## src/rtl/maxterm_extractor_if.sv

```systemverilog
// Maxterm output stream: index plus valid/ready handshake.
// The extractor drives the master side; the consumer of the maxterm list takes the slave side.
interface maxterm_extractor_if #(
    parameter int unsigned N = 4
);
    logic [N-1:0] term;
    logic         term_valid;
    logic         term_ready;

    modport master (
        output term,
        output term_valid,
        input  term_ready
    );

    modport slave (
        input  term,
        input  term_valid,
        output term_ready
    );
endinterface

```

## src/rtl/maxterm_extractor.sv

```systemverilog
// Sweeps every input combination of an external N-input function, captures its truth table,
// then streams the maxterm indices (zeros of the function) in ascending order.
module maxterm_extractor #(
    parameter int unsigned N = 4
) (
    input  logic                clk,
    input  logic                rst,
    input  logic                start,
    input  logic                f_in,
    output logic [N-1:0]        sel,
    output logic [N:0]          count,
    output logic [2**N-1:0]     truth_table,
    output logic                busy,
    output logic                done,
    maxterm_extractor_if.master term_if
);

    typedef enum logic [2:0] {
        StIdle,
        StDrive,
        StSample,
        StScan,
        StEmit,
        StFin
    } state_e;

    localparam logic [N-1:0] LastIdx = '1;

    state_e       state;
    logic [N-1:0] idx;

    always_ff @(posedge clk) begin
        if (rst) begin
            state              <= StIdle;
            sel                <= '0;
            idx                <= '0;
            count              <= '0;
            truth_table        <= '0;
            busy               <= 1'b0;
            done               <= 1'b0;
            term_if.term       <= '0;
            term_if.term_valid <= 1'b0;
        end else begin
            done <= 1'b0;
            unique case (state)
                StIdle: begin
                    if (start) begin
                        truth_table <= '0;
                        count       <= '0;
                        sel         <= '0;
                        busy        <= 1'b1;
                        state       <= StDrive;
                    end
                end
                // One cycle for the function under test to settle on the new sel.
                StDrive: state <= StSample;
                StSample: begin
                    truth_table[sel] <= f_in;
                    if (!f_in) begin
                        count <= count + (N+1)'(1);
                    end
                    if (sel == LastIdx) begin
                        idx   <= '0;
                        state <= StScan;
                    end else begin
                        sel   <= sel + N'(1);
                        state <= StDrive;
                    end
                end
                StScan: begin
                    if (truth_table[idx]) begin
                        if (idx == LastIdx) begin
                            busy  <= 1'b0;
                            done  <= 1'b1;
                            state <= StFin;
                        end else begin
                            idx <= idx + N'(1);
                        end
                    end else begin
                        term_if.term       <= idx;
                        term_if.term_valid <= 1'b1;
                        state              <= StEmit;
                    end
                end
                StEmit: begin
                    if (term_if.term_ready) begin
                        term_if.term_valid <= 1'b0;
                        if (idx == LastIdx) begin
                            busy  <= 1'b0;
                            done  <= 1'b1;
                            state <= StFin;
                        end else begin
                            idx   <= idx + N'(1);
                            state <= StScan;
                        end
                    end
                end
                StFin: state <= StIdle;
                default: state <= StIdle;
            endcase
        end
    end

endmodule

```

## src/flat_wrapper.sv

```systemverilog
// flat-port wrapper written by rule: the top's interface ports become plain ports
module maxterm_extractor_flat 
#(
    parameter int unsigned N = 4
)
  (clk, rst, start, f_in, sel, count, truth_table, busy, done, term_if_term, term_if_term_valid, term_if_term_ready);
  maxterm_extractor_if #(.N(N)) term_if_i ();
  input  logic clk;
  input  logic rst;
  input  logic start;
  input  logic f_in;
  output logic [N-1:0] sel;
  output logic [N:0] count;
  output logic [2**N-1:0] truth_table;
  output logic busy;
  output logic done;
  output wire logic [$bits(term_if_i.term)-1:0] term_if_term;
  output wire logic [$bits(term_if_i.term_valid)-1:0] term_if_term_valid;
  input wire logic [$bits(term_if_i.term_ready)-1:0] term_if_term_ready;
  assign term_if_term = term_if_i.term;
  assign term_if_term_valid = term_if_i.term_valid;
  assign term_if_i.term_ready = term_if_term_ready;
  maxterm_extractor #(.N(N)) u_core (.clk(clk), .rst(rst), .start(start), .f_in(f_in), .sel(sel), .count(count), .truth_table(truth_table), .busy(busy), .done(done), .term_if(term_if_i));
endmodule
```

## config.mk

```make
export PLATFORM = sky130hd
export DESIGN_NAME = maxterm_extractor_flat
export DESIGN_NICKNAME = d
export VERILOG_FILES = /design/src/rtl/maxterm_extractor_if.sv /design/src/rtl/maxterm_extractor.sv /design/src/flat_wrapper.sv
export SDC_FILE = /design/constraint.sdc
export NUM_CORES = 1
export LEC_CHECK = 0
export ABC_AREA = 1
export CAP_MARGIN = 5
export CORE_ASPECT_RATIO = 1.75
export CORE_UTILIZATION = 55
export DETAILED_ROUTE_END_ITERATION = 8
export DONT_BUFFER_PORTS = 1
export GPL_ROUTABILITY_DRIVEN = 0
export PLACE_DENSITY_LB_ADDON = 0.2
export SYNTH_ARGS = -nofsm -noshare
export SYNTH_HDL_FRONTEND = slang
export SYNTH_SLANG_ARGS = --single-unit
export TNS_END_PERCENT = 50
```

## constraint.sdc

```tcl
create_clock -name clk -period 2.1 [get_ports clk]
set_input_delay 0.21 -clock clk [delete_from_list [all_inputs] [get_ports clk]]
set_output_delay 0.21 -clock clk [all_outputs]
set_load 0.1 [all_outputs]
```

==> flow_summary_export.csv <==
group,metric,value,unit
status,outcome,"complete, no violations",
yosys,yosysSeqAreaShare,36.6,%
timing,worstMarginPinSlew,0.613,ns
yosys,netlist_top_cells_area,"dfxtp_1 (37%), nand2_1 (14%), inv_1 (8.1%)",
yosys,synth_seq_cells,39,
timing,rsz0062_at_grt,"no",
clock_network,cts_max_path_buffers,2,
timing,slew_violations,0,
timing,relSlewSlack,59.0,%
routing,routed_wl,5240,µm
worst_setup_path,critPathLaunchType,"register",
timing,fin_ws,0.348,ns
floorplan,start_util,58.3,%
global_route,grt_pass1_wl,9090,µm
timing,period_share,83.4,%
yosys,syn_nets,328,
yosys,synth_edf_count,0,
clock_network,cts_root_buf,"clkbuf_8",
worst_setup_path,worst_path_largest_cell_delay,0.59,ns
timing,hold-worst-slack,0.0541,ns
yosys,synth_cell_types,29,
clock_network,clock_latency,0.31,ns
clock_network,numCtsBuffers,5,
worst_setup_path,path_max_fanout,12,
pwr,leakagePower,1.13,nW
clock_network,clk_pin_slew,0.08,ns
worst_setup_path,end_kind,"register",
yosys,syn-cell-area,2140,µm²
clock_network,tritoncts,"yes",
worst_setup_path,required,2.30,ns
floorplan,ios,37,
job,drv_cap,0,
worst_hold_path,hold_path.class,"primary input to register",
routing,drt_iter0_drc,36,
routing,first_pass_iters,4,
clock_network,cts_resized,0,
timing,finalSetupViolCount,0,
placement,dp.final_hpwl,4010,µm
routing,num_vias,2118,
clock_network,cts_setup_buffers,0,
global_route,antenna_found_initial,0,
routing,vias_per_cell,5.31,
timing,fin_crit,1.75,ns
worst_setup_path,crit_chain,"inv_2 > nand2_1 > nand3_1 > nand2_1 > inv_1 > nand3_1 > nand3_2 > nand2_2 > inv_2 > nor2_1 > nor2_1",
floorplan,die-area,4150,µm²
yosys,ys_warn_count,0,
finish,n_fill_cell,344,
timing,fin_worst_skew,0.0110,ns
yosys,synth_top_area_share,36.6,%
pwr,p_per_area,677,nW/µm²
routing,post-route-drc-count,0,
yosys,synth-main-ff-cell,"dfxtp_1",
timing,tns,0,ns
global_route,first_global_vias,2114,
finish,final_nets,363,
global_route,grtUsageTotal,28.3,%
yosys,synthTopCellsByCount,"nand2_1 (80), inv_1 (46), dfxtp_1 (39)",
placement,port_buffers,0,
floorplan,dieWidth,49.1,µm
global_route,grt_overflow,0,
timing,fmax,571,MHz
clock_network,cts_htree_levels,2,
routing,antenna_left,0,
worst_setup_path,r2r_slack,0.35,ns
finish,antenna-diode-count,0,
global_route,grt_start_max_net_pins,15,
yosys,synth_cells,317,
clock_network,cts.sinks,39,
placement,pre_cts_ws,0.371,ns
worst_setup_path,arrival,1.95,ns
yosys,yosysTopAreaCell,"dfxtp_1",
yosys,synthArstFlopShare,0,%
finish,drive_above_1_share,17.8,%
routing,wl_per_cell,13.1,µm
finish,syn_to_final_growth,17.6,%
floorplan,core_area,3660,µm²
pwr,irDropWorstVdd,0.697,mV
pwr,total_power,1.70,mW
yosys,yosysMostFrequentCell,"nand2_1",
worst_setup_path,crit_slowest_cell,"dfxtp_1",
floorplan,row_count,29,
worst_setup_path,crit_type,"register to register",
yosys,syn_area_per_cell,6.74,µm²
timing,finalHoldViolations,0,
floorplan,die_h,84.4,µm
[path summary, 6_finish.rpt]
kind              cells past startpoint              startpoint                endpoint
setup / recovery                     11           u_core.idx[0]           u_core.idx[0]
hold / removal                        2                    f_in  u_core.truth_table[13]
hold reg to reg                       2  u_core.term_if.term[1]  u_core.term_if.term[1]
setup reg to reg                     11           u_core.idx[0]           u_core.idx[0]
[metal layers]
metal	share of wire, %	vias to the layer above	GRT usage [%]	wire, µm
met5	0	-	0	0
met4	3.6	0	16.3	190
met3	3.9	20	5.43	206
met2	53	49	53.2	2790
met1	39	966	27.5	2050
li1	-	1083	-	-
[final cells by class]
type                       instances  area, µm²  area share, %
sequential                        39        783           31.2
tap                               46       57.6           2.29
clock inverter                     3       20.0          0.797
multi-input combinational        219       1120           44.5
clock buffer                       5       68.8           2.74
inverter                          51        191           7.62
timing repair buffer              36        273           10.9
[critical path, delay by kind of cell, from the launching register on]
kind / cells / cell delay [ns]
and+or+nand+nor: 8 / 0.82
DFF: 1 / 0.59
buffers and inverters: 3 / 0.25
[report_power, final]
group | switching, mW | total, mW | internal, mW
logic | 0.283 | 0.387 | 0.104
clock network | 0.282 | 0.513 | 0.231
registers | 0.0345 | 0.799 | 0.765
[registers in the layout, summed over array words and instances, names as in the netlist]
| register | count |
|---|---|
| u_core.busy | 1 |
| u_core.count | 5 |
| u_core.done | 1 |
| u_core.idx | 4 |
| u_core.sel | 4 |
| u_core.state | 3 |
| u_core.term_if.term | 4 |
| u_core.term_if.term_valid | 1 |
| u_core.truth_table | 16 |
[logic make-up (layout without fill, tap and decap cells)]
| family | after synthesis | in the layout | share of synthesized area (%) |
|---|---|---|---|
| adder cells (fa/ha/maj) | 6 | 6 | 3.51 |
| AO/OA/AOI/OAI | 45 | 45 | 12.1 |
| XOR/XNOR | 2 | 2 | 0.820 |
| flip-flops | 39 | 39 | 36.6 |
| buffers and inverters | 59 | 95 | 11.1 |
| multiplexers | 5 | 5 | 2.34 |
| AND/OR/NAND/NOR | 161 | 161 | 33.6 |
[through the flow]
stage / area, µm² / utilization, % / cells
after global routing: 2510 / 68.5 / 399
after global placement: 2410 / 65.8 / 390
after detailed placement: 2410 / 65.8 / 390
after floorplan: 2140 / - / 317
after CTS: 2510 / 68.5 / 399
final: 2510 / 68.5 / 399
[cells in the final DEF (no fill, tap or decap), types with 3 or more instances in the layout]
master	instances
nand2_1	80
inv_1	46
dfxtp_1	37
buf_4	35
nor2_1	31
nand3_1	27
a21oi_1	24
o21ai_0	10
nor3_1	8
ha_1	6
inv_2	5
mux2i_1	5
clkbuf_8	5
nand3_2	3
nor2_2	3
a22oi_1	3
nand4_1	3
[what timing repair did]
item | 4_1_cts | 5_1_grt
hold endpoints to repair | 14 | 0
hold buffers | 1 | 0
endpoints found under the setup margin | 0 | 0
No activity file was read; power rests on OpenSTA's default activity.
